--- src/rtl/avalon_st_if.sv ---
// Avalon-ST source/sink bundle carrying framed packet beats (valid/ready, sop/eop, empty).
interface avalon_st_if #(
  parameter int unsigned DATA_WIDTH = 32
);
  localparam int unsigned BYTES   = DATA_WIDTH / 8;
  localparam int unsigned EMPTY_W = (BYTES > 1) ? $clog2(BYTES) : 1;

  logic                  valid;
  logic                  sop;
  logic                  eop;
  logic [DATA_WIDTH-1:0] data;
  logic [EMPTY_W-1:0]    empty;
  logic                  ready;

  modport master (output valid, output sop, output eop, output data, output empty, input ready);
  modport slave  (input valid, input sop, input eop, input data, input empty, output ready);
endinterface

--- src/rtl/avalon_packetizer.sv ---
// Frames a raw word stream into Avalon-ST packets of cfg_len bytes, with sop/eop/empty
// generated from a per-packet word counter and a single registered output stage.
module avalon_packetizer #(
  parameter int unsigned DATA_WIDTH = 32,
  parameter int unsigned LEN_WIDTH  = 16
) (
  input  logic                  clk,
  input  logic                  rst,
  input  logic                  cfg_valid,
  input  logic [LEN_WIDTH-1:0]  cfg_len,
  output logic                  cfg_ready,
  input  logic                  raw_valid,
  input  logic [DATA_WIDTH-1:0] raw_data,
  output logic                  raw_ready,
  avalon_st_if.master           packet_msg,
  output logic                  zero_len_error
);
  localparam int unsigned BYTES   = DATA_WIDTH / 8;
  localparam int unsigned EMPTY_W = (BYTES > 1) ? $clog2(BYTES) : 1;
  localparam int unsigned LW1     = LEN_WIDTH + 1;

  typedef enum logic {IDLE = 1'b0, SEND = 1'b1} state_e;

  state_e                state_q, state_d;
  logic [LEN_WIDTH-1:0]  word_cnt_q, word_cnt_d;
  logic [LEN_WIDTH-1:0]  total_words_q, total_words_d;
  logic [EMPTY_W-1:0]    last_empty_q, last_empty_d;
  logic                  valid_q, valid_d;
  logic                  sop_q, sop_d;
  logic                  eop_q, eop_d;
  logic [DATA_WIDTH-1:0] data_q, data_d;
  logic [EMPTY_W-1:0]    empty_q, empty_d;
  logic                  zero_len_error_q, zero_len_error_d;

  logic                  raw_xfer_c;
  logic                  last_word_c;
  logic [LEN_WIDTH-1:0]  len_rem_c;

  assign cfg_ready   = (state_q == IDLE);
  assign raw_ready   = (state_q == SEND) && (!valid_q || packet_msg.ready);
  assign raw_xfer_c  = raw_valid && raw_ready;
  assign last_word_c = (word_cnt_q == total_words_q - LEN_WIDTH'(1));
  assign len_rem_c   = cfg_len % LEN_WIDTH'(BYTES);

  assign packet_msg.valid = valid_q;
  assign packet_msg.sop   = sop_q;
  assign packet_msg.eop   = eop_q;
  assign packet_msg.data  = data_q;
  assign packet_msg.empty = empty_q;
  assign zero_len_error   = zero_len_error_q;

  // Next-state, counters and output-register load/clear.
  always_comb begin
    state_d          = state_q;
    word_cnt_d       = word_cnt_q;
    total_words_d    = total_words_q;
    last_empty_d     = last_empty_q;
    valid_d          = valid_q;
    sop_d            = sop_q;
    eop_d            = eop_q;
    data_d           = data_q;
    empty_d          = empty_q;
    zero_len_error_d = 1'b0;

    if (raw_xfer_c) begin
      valid_d = 1'b1;
      data_d  = raw_data;
      sop_d   = (word_cnt_q == '0);
      eop_d   = last_word_c;
      empty_d = last_word_c ? last_empty_q : '0;
    end else if (valid_q && packet_msg.ready) begin
      valid_d = 1'b0;
      sop_d   = 1'b0;
      eop_d   = 1'b0;
      data_d  = '0;
      empty_d = '0;
    end

    case (state_q)
      IDLE: begin
        if (cfg_valid) begin
          if (cfg_len != '0) begin
            total_words_d = LEN_WIDTH'((LW1'(cfg_len) + LW1'(BYTES - 1)) / LW1'(BYTES));
            last_empty_d  = (len_rem_c == '0) ? '0 : EMPTY_W'(LEN_WIDTH'(BYTES) - len_rem_c);
            word_cnt_d    = '0;
            state_d       = SEND;
          end else begin
            zero_len_error_d = 1'b1;
          end
        end
      end
      SEND: begin
        if (raw_xfer_c) begin
          word_cnt_d = word_cnt_q + LEN_WIDTH'(1);
          if (last_word_c) state_d = IDLE;
        end
      end
      default: state_d = IDLE;
    endcase
  end

  always_ff @(posedge clk or posedge rst) begin
    if (rst) begin
      state_q          <= IDLE;
      word_cnt_q       <= '0;
      total_words_q    <= '0;
      last_empty_q     <= '0;
      valid_q          <= 1'b0;
      sop_q            <= 1'b0;
      eop_q            <= 1'b0;
      data_q           <= '0;
      empty_q          <= '0;
      zero_len_error_q <= 1'b0;
    end else begin
      state_q          <= state_d;
      word_cnt_q       <= word_cnt_d;
      total_words_q    <= total_words_d;
      last_empty_q     <= last_empty_d;
      valid_q          <= valid_d;
      sop_q            <= sop_d;
      eop_q            <= eop_d;
      data_q           <= data_d;
      empty_q          <= empty_d;
      zero_len_error_q <= zero_len_error_d;
    end
  end
endmodule
--- src/flat_wrapper.sv ---
// flat-port wrapper written by rule: the top's interface ports become plain ports
module avalon_packetizer_flat 
#(
  parameter int unsigned DATA_WIDTH = 32,
  parameter int unsigned LEN_WIDTH  = 16
)
  (clk, rst, cfg_valid, cfg_len, cfg_ready, raw_valid, raw_data, raw_ready, zero_len_error, packet_msg_valid, packet_msg_sop, packet_msg_eop, packet_msg_data, packet_msg_empty, packet_msg_ready);
  avalon_st_if #(.DATA_WIDTH(DATA_WIDTH)) packet_msg_i ();
  input  logic clk;
  input  logic rst;
  input  logic cfg_valid;
  input  logic [LEN_WIDTH-1:0] cfg_len;
  output logic cfg_ready;
  input  logic raw_valid;
  input  logic [DATA_WIDTH-1:0] raw_data;
  output logic raw_ready;
  output logic zero_len_error;
  output wire logic [$bits(packet_msg_i.valid)-1:0] packet_msg_valid;
  output wire logic [$bits(packet_msg_i.sop)-1:0] packet_msg_sop;
  output wire logic [$bits(packet_msg_i.eop)-1:0] packet_msg_eop;
  output wire logic [$bits(packet_msg_i.data)-1:0] packet_msg_data;
  output wire logic [$bits(packet_msg_i.empty)-1:0] packet_msg_empty;
  input wire logic [$bits(packet_msg_i.ready)-1:0] packet_msg_ready;
  assign packet_msg_valid = packet_msg_i.valid;
  assign packet_msg_sop = packet_msg_i.sop;
  assign packet_msg_eop = packet_msg_i.eop;
  assign packet_msg_data = packet_msg_i.data;
  assign packet_msg_empty = packet_msg_i.empty;
  assign packet_msg_i.ready = packet_msg_ready;
  avalon_packetizer #(.DATA_WIDTH(DATA_WIDTH), .LEN_WIDTH(LEN_WIDTH)) u_core (.clk(clk), .rst(rst), .cfg_valid(cfg_valid), .cfg_len(cfg_len), .cfg_ready(cfg_ready), .raw_valid(raw_valid), .raw_data(raw_data), .raw_ready(raw_ready), .packet_msg(packet_msg_i), .zero_len_error(zero_len_error));
endmodule
--- config.mk ---
export PLATFORM = sky130hd
export DESIGN_NAME = avalon_packetizer_flat
export DESIGN_NICKNAME = d
export VERILOG_FILES = /design/src/rtl/avalon_st_if.sv /design/src/rtl/avalon_packetizer.sv /design/src/flat_wrapper.sv
export SDC_FILE = /design/constraint.sdc
export NUM_CORES = 1
export LEC_CHECK = 0
export CORE_UTILIZATION = 52
export CTS_BUF_LIST = sky130_fd_sc_hd__clkbuf_4
export DETAILED_ROUTE_END_ITERATION = 16
export MAX_ROUTING_LAYER = met4
export PLACE_DENSITY_LB_ADDON = 0.3
export REMOVE_ABC_BUFFERS = 1
export SLEW_MARGIN = 40
export SYNTH_ARGS = -nofsm -noshare
export SYNTH_HDL_FRONTEND = slang
export SYNTH_SLANG_ARGS = --single-unit
--- constraint.sdc ---
create_clock -name clk -period 5.9 [get_ports clk]
set_input_delay 1.475 -clock clk [delete_from_list [all_inputs] [get_ports clk]]
set_output_delay 1.475 -clock clk [all_outputs]
set_load 0.05 [all_outputs]
Word level (Yosys, flattened, before mapping)
Cells that the tools add are included.

Flip-flop bits (word level): 72. Output and inout port bits: 40.

Reduce and logical (&&, ||, !) cells: 11. Muxes and demuxes: 22. Bitwise operators: 1. Equal/unequal tests: 4. $add $sub $neg: 4.

Operators by type and width (number): 2-to-1 mux 32 bit (2); 2-to-1 mux 16 bit (3); logical NOT 16 bit (2); case mux 16 bit (2 select lines) (1); adder 16 x 2 -> 17 bit (second input constant) (1); adder 16 x 1 -> 16 bit (second input constant) (1); == test 16 bit (1); nonzero test 16 bit (1); subtractor 15 x 1 -> 16 bit (second input constant) (1); 2-to-1 mux 1 bit (11); 2-to-1 mux 2 bit (4); AND reduction 3 bit (2); != test 2 bit (second input constant) (2); logical AND 1 bit (3); != test 2 x 1 -> 1 bit (second input constant) (1); case mux 1 bit (2 select lines) (1); nonzero test 2 bit (1); subtractor 1 x 2 -> 2 bit (first input constant) (1); logical NOT 1 bit (1); logical OR 1 bit (1); NOT 1 bit (1).

Longest topological paths before layout
Gate-level depths: netlist (run 1).

Depth in word-level cells: 6. Depth in mapped cells: 10. Depth with buffers taken out: 8.

Worst setup path before layout (run 1)
No wires, ideal clock.

Path type: input port to output port. Start point: input port packet_msg_ready. End point: output port raw_ready. Arrival: 2.058 ns. Data required time: 4.425 ns. Path slack: 2.367 ns. Cell stages on the path: 2. Cells stage by stage: nand2b_1 -> and2_1.

Cells in the longest elaborated chain, start to end: 2.

Ends and longest elaborated chain: start, declared (line flat_wrapper.sv:23) `input wire logic [$bits(packet_msg_i.ready)-1:0] packet_msg_ready;`; logical OR 1 bit (line avalon_packetizer.sv:40) `assign raw_ready = (state_q == SEND) && (!valid_q || packet_msg.ready);`; logical AND 1 bit (line avalon_packetizer.sv:40); end, declared (line flat_wrapper.sv:16) `output logic raw_ready;`.

No other way between the ends.

Worst setup path after layout (run 1)
Same ends and word-level chain as after synthesis.

==> results by group, run 1 <==
Clock network
  – CTS tree: yes
  – Skew-Pair Late Insertion Delay: 0.44 ns
  – Clock Root Buffer: clkbuf_4
  – Worst-path clk slew: 0.12 ns
  – Htree depth: 3
  – Post-cts repair resize count: 0
  – CTS hold repair buffers: 0
  – Clock Tree Buf Depth: 2
  – Clk sinks: 72
  – Total CTS buffers: 9
  – Setup repair bufs after CTS: 0

Min path
  – Worst hold start: u_core.packet_msg.eop
  – Hold WC Path Type: reg -> reg
  – Hold Path Sink: u_core.packet_msg.eop
  – Hold Path Depth: 1

Timing
  – Hold_ws: 0.504 ns
  – Max Clock Freq: 220 MHz
  – Skew final: 0.0215 ns
  – Worst-Margin Slew: 0.749 ns
  – Unrepaired setup endpoints after global routing: false
  – Min cycle time layout: 4.56 ns
  – Final period utilization: 77.2%
  – Fin Setup TNS: 0 ns
  – Slew Limit Fails: 0
  – Setup-failing EPs final: 0
  – Slew margin rel.: 49.9%
  – Final Hold Viols: 0

Floorplanning
  – Ports: 93
  – Starting density of the core: 53.7%
  – Core ar.: 6790 um^2
  – Site row count: 30
  – Die Area: 7350 um^2
  – Die Ht: 85.7 um
  – Die X-Extent: 85.7 um

Synthesis
  – Adder-cell share of the synthesized area: 1.37%
  – Ys Warns: 0
  – Top_reg_cell synth: dfrtp_1
  – Mean area per synthesized cell: 10.1 um^2
  – Mux share of post-synthesis cell area: 0.309%
  – Register bit total from synthesis: 72
  – Sequential-to-total area share from yosys stat: 49.4%
  – Post-synth EDFFs: 0
  – FFs w/ async S/R, synth: 100%
  – Largest family of logic cells by synthesized area: simple AND/OR/NAND/NOR gates
  – Simple-gate share of the synthesized area: 18.8%
  – Library cells used by synthesis: 45
  – Xor/xnor share of the synthesized area: 11.1%
  – Post-Syn Instances: 361
  – Compound-Gate Fraction of Synth Area: 15.6%
  – Synthesized area: 3650 um^2

Layout
  – Filler cell count: 529
  – Net count, final: 502
  – Finished Layout Cells: 546
  – Area delta synth->final: 31.0%
  – Total area of sequential cells: 1800 um^2
  – Most frequent cells in the layout: clkdlybuf4s50_1 (92), dfrtp_1 (72), a22o_1 (34), nand2_1 (29), nor2_1 (29)
  – Diode count: 0
  – Fraction of layout cells with a size suffix above 1: 6.22%
  – Area occupied by multi-input gates: 1730 um^2
  – Most common cell after layout, fill and taps aside: clkdlybuf4s50_1

Setup path
  – Critical path, cell by cell: clkdlybuf4s50_1 > nand2b_1 > and2_1 > clkdlybuf4s50_1
  – CP required: 4.43 ns
  – R2r setup slk: 3.00 ns
  – R2R Path End: u_core.packet_msg.empty[1]
  – Arrival time worst endpoint: 3.08 ns
  – Critical path launch point type: input port
  – Critical path's slowest cell: clkdlybuf4s50_1
  – Crit path max fanout: 5
  – Most common cell on crit path: clkdlybuf4s50_1
  – Crit. End Element: output pin
  – Reg2Reg Depth: 8
  – Worst Path Class, Setup: in -> out
  – Worst reg2reg startpoint: u_core.total_words_q[0]
  – Critical Path Max Stage Delay: 0.79 ns

Pwr
  – Power Dens Cells: 276 nW/um^2
  – Peak supply drop: 0.000167 V
  – Lkg Pwr: 2.07 nW

Routing
  – Total routed wirelength: 8630 um
  – Drc violations: 0
  – DRT Pass-1 Iters: 4
  – Via count: 3,074
  – DR iter-0 viols: 165
  – Routed length per instance: 15.8 um
  – Vias/cell: 5.63
  – Final antenna-violating net count: 0

GRT
  – First-pass GRT wire length: 14,500 um
  – Initial antenna violation count: 0
  – All-Layer GR Usage: 26.6%
  – Remaining global-route overflow: 0
  – Vias in the first global route: 2,997
  – Largest net degree at the start of global routing: 43

Placed design
  – Detailed Place HPWL: 6250 um
  – GPL Wtd Cong: 0.852
  – IO buf count: 92
  – Number of instances in the placed design: 530

Job
  – Max-cap viol count: 0

Status
  – Outcome: finished clean
[worst max-delay path: cells and delay by family]
| kind | cells | cell delay [ns] |
|---|---|---|
| buffers and inverters | 2 | 1.27 |
| AND/OR/NAND/NOR | 2 | 0.33 |
[worst max-delay path by stage]
| stage | endpoint | startpoint | cells after the start |
|---|---|---|---|
| 2_1_floorplan | u_core.packet_msg.empty[0] | packet_msg_ready | 4 |
| 3_3_place_gp | raw_ready | packet_msg_ready | 4 |
| 3_5_place_dp | raw_ready | packet_msg_ready | 4 |
| 4_1_cts | raw_ready | packet_msg_ready | 4 |
| 5_1_grt | raw_ready | packet_msg_ready | 4 |
| 6_report | raw_ready | packet_msg_ready | 4 |
[layer usage]
metal  vias to the layer above  track usage (%)  share of wire (%)
li1                       1473                -                  -
met1                      1502             33.5                 44
met2                        88             42.8                 50
met3                        11             6.45                4.4
met4                         0             7.73                1.1
met5                         -                -                  0
[state kept, by name, summed over array words and instances, names as in the netlist, 2 cells and up]
name	count
u_core.packet_msg.data	32
u_core.word_cnt_q	16
u_core.total_words_q	15
u_core.last_empty_q	2
u_core.packet_msg.empty	2
[cells in the mapped netlist (2+ instances only)]
library cell	instances	area share, %
and2_1	3	0.51
dfrtp_1	72	49
clkbuf_1	19	2.0
xnor2_1	19	4.6
a21oi_1	5	0.69
nor4b_1	4	0.96
a22o_1	34	8.2
xor2_1	27	6.5
o31ai_1	4	0.82
or4_1	5	1.0
inv_1	9	0.93
ha_1	4	1.4
nand4b_1	2	0.48
a211oi_1	2	0.41
nor3b_1	2	0.41
nor2_1	29	3.0
nor3_1	5	0.69
o211a_1	3	0.82
nor4_1	12	2.1
and3_1	6	1.0
nand2b_1	2	0.34
nand2_1	29	3.0
o21ai_0	19	2.6
nand3b_1	2	0.41
nor2b_1	2	0.34
nand3_1	11	1.5
nand4_1	11	1.9
buf_2	2	0.27
[logic make-up after synthesis]
group | Yosys count
buffers and inverters | 32
XOR/XNOR | 46
AO/OA/AOI/OAI | 76
multiplexers | 1
AND/OR/NAND/NOR | 130
flip-flops | 72
adder cells (fa/ha/maj) | 4
[metrics by stage]
step	setup WS, ns	util (%)	instance area, um^2	total power [W]
2_1_floorplan	1.91	-	3560	0.000857
3_3_place_gp	1.36	68.2	4630	0.000996
3_5_place_dp	1.34	68.2	4630	0.00101
4_1_cts	1.34	70.3	4780	0.00133
5_1_grt	1.28	70.3	4780	0.00139
6_report	1.34	70.3	4780	0.00132
[layout make-up]
class / instances / share of cell area (%)
repair buffers: 96 / 19.9
clock inverters: 6 / 1.41
clock buffers: 10 / 1.57
inverters: 9 / 0.707
flip-flops and latches: 72 / 37.7
well taps: 96 / 2.52
multi-input cells: 257 / 36.2
[power by group]
| part | leakage (nW) | internal [W] | switching (W) |
|---|---|---|---|
| Combinational | 1.06 | 0.000164 | 0.000229 |
| Clock | 0.0730 | 0.000135 | 0.000184 |
| Sequential | 0.928 | 0.000545 | 0.0000625 |
Note: power is estimated with default switching activity, not from simulation.
==> inputs of run 2 (changes only) <==
--- a/config.mk
+++ b/config.mk
@@ -5,7 +5,7 @@
 export SDC_FILE = /design/constraint.sdc
 export NUM_CORES = 1
 export LEC_CHECK = 0
-export CORE_UTILIZATION = 52
+export CORE_UTILIZATION = 51
 export CTS_BUF_LIST = sky130_fd_sc_hd__clkbuf_4
 export DETAILED_ROUTE_END_ITERATION = 16
 export MAX_ROUTING_LAYER = met4
==> constraint.sdc (replaced) <==
create_clock -name clk -period 4.5 [get_ports clk]
set_input_delay 1.125 -clock clk [delete_from_list [all_inputs] [get_ports clk]]
set_output_delay 1.125 -clock clk [all_outputs]
set_load 0.05 [all_outputs]
==> run 2 against run 1 <==
Net effect:
- wire length rose by 0.68%
- first-iteration DRC count fell by 1.2%
- cell area rose by 0.94%
- worst setup slack got worse by 0.71 ns
- flip-flop and latch count did not move
- sequential share of layout area fell by 0.35 points
- sequential power rose by 31%
- worst hold slack improved by 0.0058 ns
==> results by group, run 2 (synthesis gave the netlist of run 1 again) <==
GRT
  – Largest net degree at the start of global routing: 40 (was 43)
  – Initial antenna violation count: 0 (unchanged)
  – All-Layer GR Usage: 25.6% (was 26.6%)
  – Vias in the first global route: 2,938 (was 2,997)
  – First-pass GRT wire length: 14,300 um (was 14,500 um)
  – Remaining global-route overflow: 0 (unchanged)

Pwr
  – Lkg Pwr: 2.09 nW (was 2.07 nW)
  – Peak supply drop: 0.000224 V (was 0.000167 V)
  – Power Dens Cells: 370 nW/um^2 (was 276 nW/um^2)

Setup path
  – Crit. End Element: output pin (unchanged)
  – Buffers & Inverters on Critical Path: 2 (unchanged)
  – R2r setup slk: 1.64 ns (was 3.00 ns)
  – Top delay family on crit path: buffers and inverters (unchanged)
  – Most common cell on crit path: clkdlybuf4s50_1 (unchanged)
  – Critical path launch point type: input port (unchanged)
  – Critical path, cell by cell: clkdlybuf4s50_1 > nand2b_1 > and2_1 > clkdlybuf4s50_1 (unchanged)
  – Worst Path Class, Setup: in -> out (unchanged)
  – WP depth: 4 (unchanged)
  – Arrival time worst endpoint: 2.74 ns (was 3.08 ns)
  – Critical path's slowest cell: clkdlybuf4s50_1 (unchanged)
  – CP required: 3.38 ns (was 4.43 ns)
  – Reg2Reg Depth: 8 (unchanged)
  – Critical Path Max Stage Delay: 0.79 ns (about the same)
  – Crit path max fanout: 5 (unchanged)

Timing
  – Unrepaired setup endpoints after global routing: false (unchanged)
  – Worst Slack Setup Final: 0.632 ns (was 1.34 ns)
  – Min cycle time layout: 3.87 ns
  – Final period utilization: 86.0%
  – Slew Limit Fails: 0 (unchanged)
  – Setup-failing EPs final: 0 (unchanged)
  – Worst-Margin Slew: 0.525 ns (was 0.749 ns)
  – Max Clock Freq: 259 MHz
  – Fin Setup TNS: 0 ns (unchanged)
  – Final Hold Viols: 0 (unchanged)
  – Skew final: 0.00964 ns (was 0.0215 ns)
  – Slew margin rel.: 64.9% (was 49.9%)

Min path
  – Hold WC Path Type: reg -> reg (unchanged)
  – Hold Path Depth: 2 (was 1)

Floorplanning
  – Core ar.: 6830 um^2 (was 6790 um^2)
  – Site row count: 30 (unchanged)
  – Die Ht: 86.6 um (was 85.7 um)
  – Starting density of the core: 53.4% (was 53.7%)
  – Ports: 93 (unchanged)
  – Die Area: 7490 um^2 (was 7350 um^2)
  – Die X-Extent: 86.6 um (was 85.7 um)

Layout
  – Number of flip-flops in the largest register: 32 (unchanged)
  – Fraction of layout cells with a size suffix above 1: 6.62% (was 6.22%)
  – Net count, final: 505 (was 502)
  – Most frequent cells in the layout: clkdlybuf4s50_1 (92), dfrtp_1 (72), a22o_1 (34), nand2_1 (29), nor2_1 (29) (unchanged)
  – Cell area after layout: 4820 um^2 (was 4780 um^2)
  – Most common cell after layout, fill and taps aside: clkdlybuf4s50_1 (unchanged)
  – Diode count: 0 (unchanged)
  – Area occupied by multi-input gates: 1720 um^2 (was 1730 um^2)
  – Total area of sequential cells: 1800 um^2 (unchanged)
  – Filler cell count: 543 (was 529)
  – Area delta synth->final: 32.2% (was 31.0%)

Routing
  – Total routed wirelength: 8690 um (was 8630 um)
  – DRT Pass-1 Iters: 4 (unchanged)
  – Drc violations: 0 (unchanged)
  – Routed length per instance: 15.8 um (about the same)
  – Final antenna-violating net count: 0 (unchanged)
  – DR iter-0 viols: 163 (was 165)
  – Via count: 3,054 (was 3,074)
  – Vias/cell: 5.56 (was 5.63)

Clock network
  – Setup repair bufs after CTS: 0 (unchanged)
  – Post-cts repair resize count: 0 (unchanged)
  – CTS hold repair buffers: 0 (unchanged)
  – Clock Tree Buf Depth: 2 (unchanged)
  – Clock Root Buffer: clkbuf_4 (unchanged)
  – Clk sinks: 72 (unchanged)
  – CTS tree: yes (unchanged)
  – Total CTS buffers: 9 (unchanged)
  – Skew-Pair Late Insertion Delay: 0.42 ns (was 0.44 ns)
  – Worst-path clk slew: 0.12 ns (about the same)
  – Htree depth: 3 (unchanged)

Status
  – Outcome: finished clean (unchanged)

Placed design
  – Detailed Place HPWL: 6330 um (was 6250 um)
  – Pre-CTS setup slack: 0.638 ns (was 1.34 ns)
  – GPL Wtd Cong: 0.827 (was 0.852)
  – IO buf count: 92 (unchanged)
  – Dpl cell area: 4650 um^2 (was 4630 um^2)

Job
  – Max-cap viol count: 0 (unchanged)
==> run 2: changes by cell type in the layout (fill, tap and decap cells not counted), sizes merged <==
| cell | previous run | this run |
|---|---|---|
| clkinv | 2 | 1 |
| bufinv | 1 | 2 |
| buf | 4 | 7 |
==> run 2: cell type report <==
class / count / share of cell area, %
sequential: 72 / 37.4
multi-input combinational: 257 / 35.8
timing repair buffer: 99 / 20.2
tap: 96 / 2.49
clock inverter: 6 / 1.92
clock buffer: 10 / 1.56
inverter: 9 / 0.701
==> run 2: final timing paths <==
| check | start | to |
|---|---|---|
| min | u_core.packet_msg.sop | u_core.packet_msg.sop |
| min reg2reg | u_core.packet_msg.sop | u_core.packet_msg.sop |
| max in group asynchronous | rst | u_core.word_cnt_q[13] |
| min in group asynchronous | rst | u_core.packet_msg.data[19] |
| max | packet_msg_ready | raw_ready |
| max reg2reg | u_core.total_words_q[0] | u_core.packet_msg.empty[1] |
==> run 2: where the power goes <==
group / internal, W / leakage (nW) / switching [W]
logic: 0.000216 / 1.08 / 0.000298
clock network: 0.000234 / 0.0832 / 0.000241
registers: 0.000715 / 0.928 / 0.0000819
total: 0.00117 / 2.09 / 0.000621
==> run 2: through the flow <==
stage | power [W] | instances | hold WS [ns] | utilization, %
final | 0.00179 | 549 | 0.509 | 70.6
after global routing | 0.00187 | 549 | 0.522 | 70.6
after CTS | 0.00180 | 549 | 0.511 | 70.6
after detailed placement | 0.00132 | 533 | 0.481 | 68.1
after global placement | 0.00131 | 533 | 0.467 | 68.1
after floorplan | 0.00112 | 338 | 0.449 | -
==> run 2: routing by layer <==
layer  GRT usage (%)  vias to the layer above  routed length [um]
li1                -                     1478                   -
met1            32.8                     1479                4040
met2            41.4                       84                4220
met3            4.57                       13                 293
met4            8.64                        0                 138
met5               -                        -                   0
==> run 2: worst reg2reg max path: stages, from the launching register on <==
cell and delay (ns):
dfrtp_1 0.44, inv_1 0.08, ha_1 0.19, or4b_1 0.60, or4_1 0.51, a21oi_1 0.15, o31ai_1 0.12, nor4_2 0.51
a22o_1 0.21
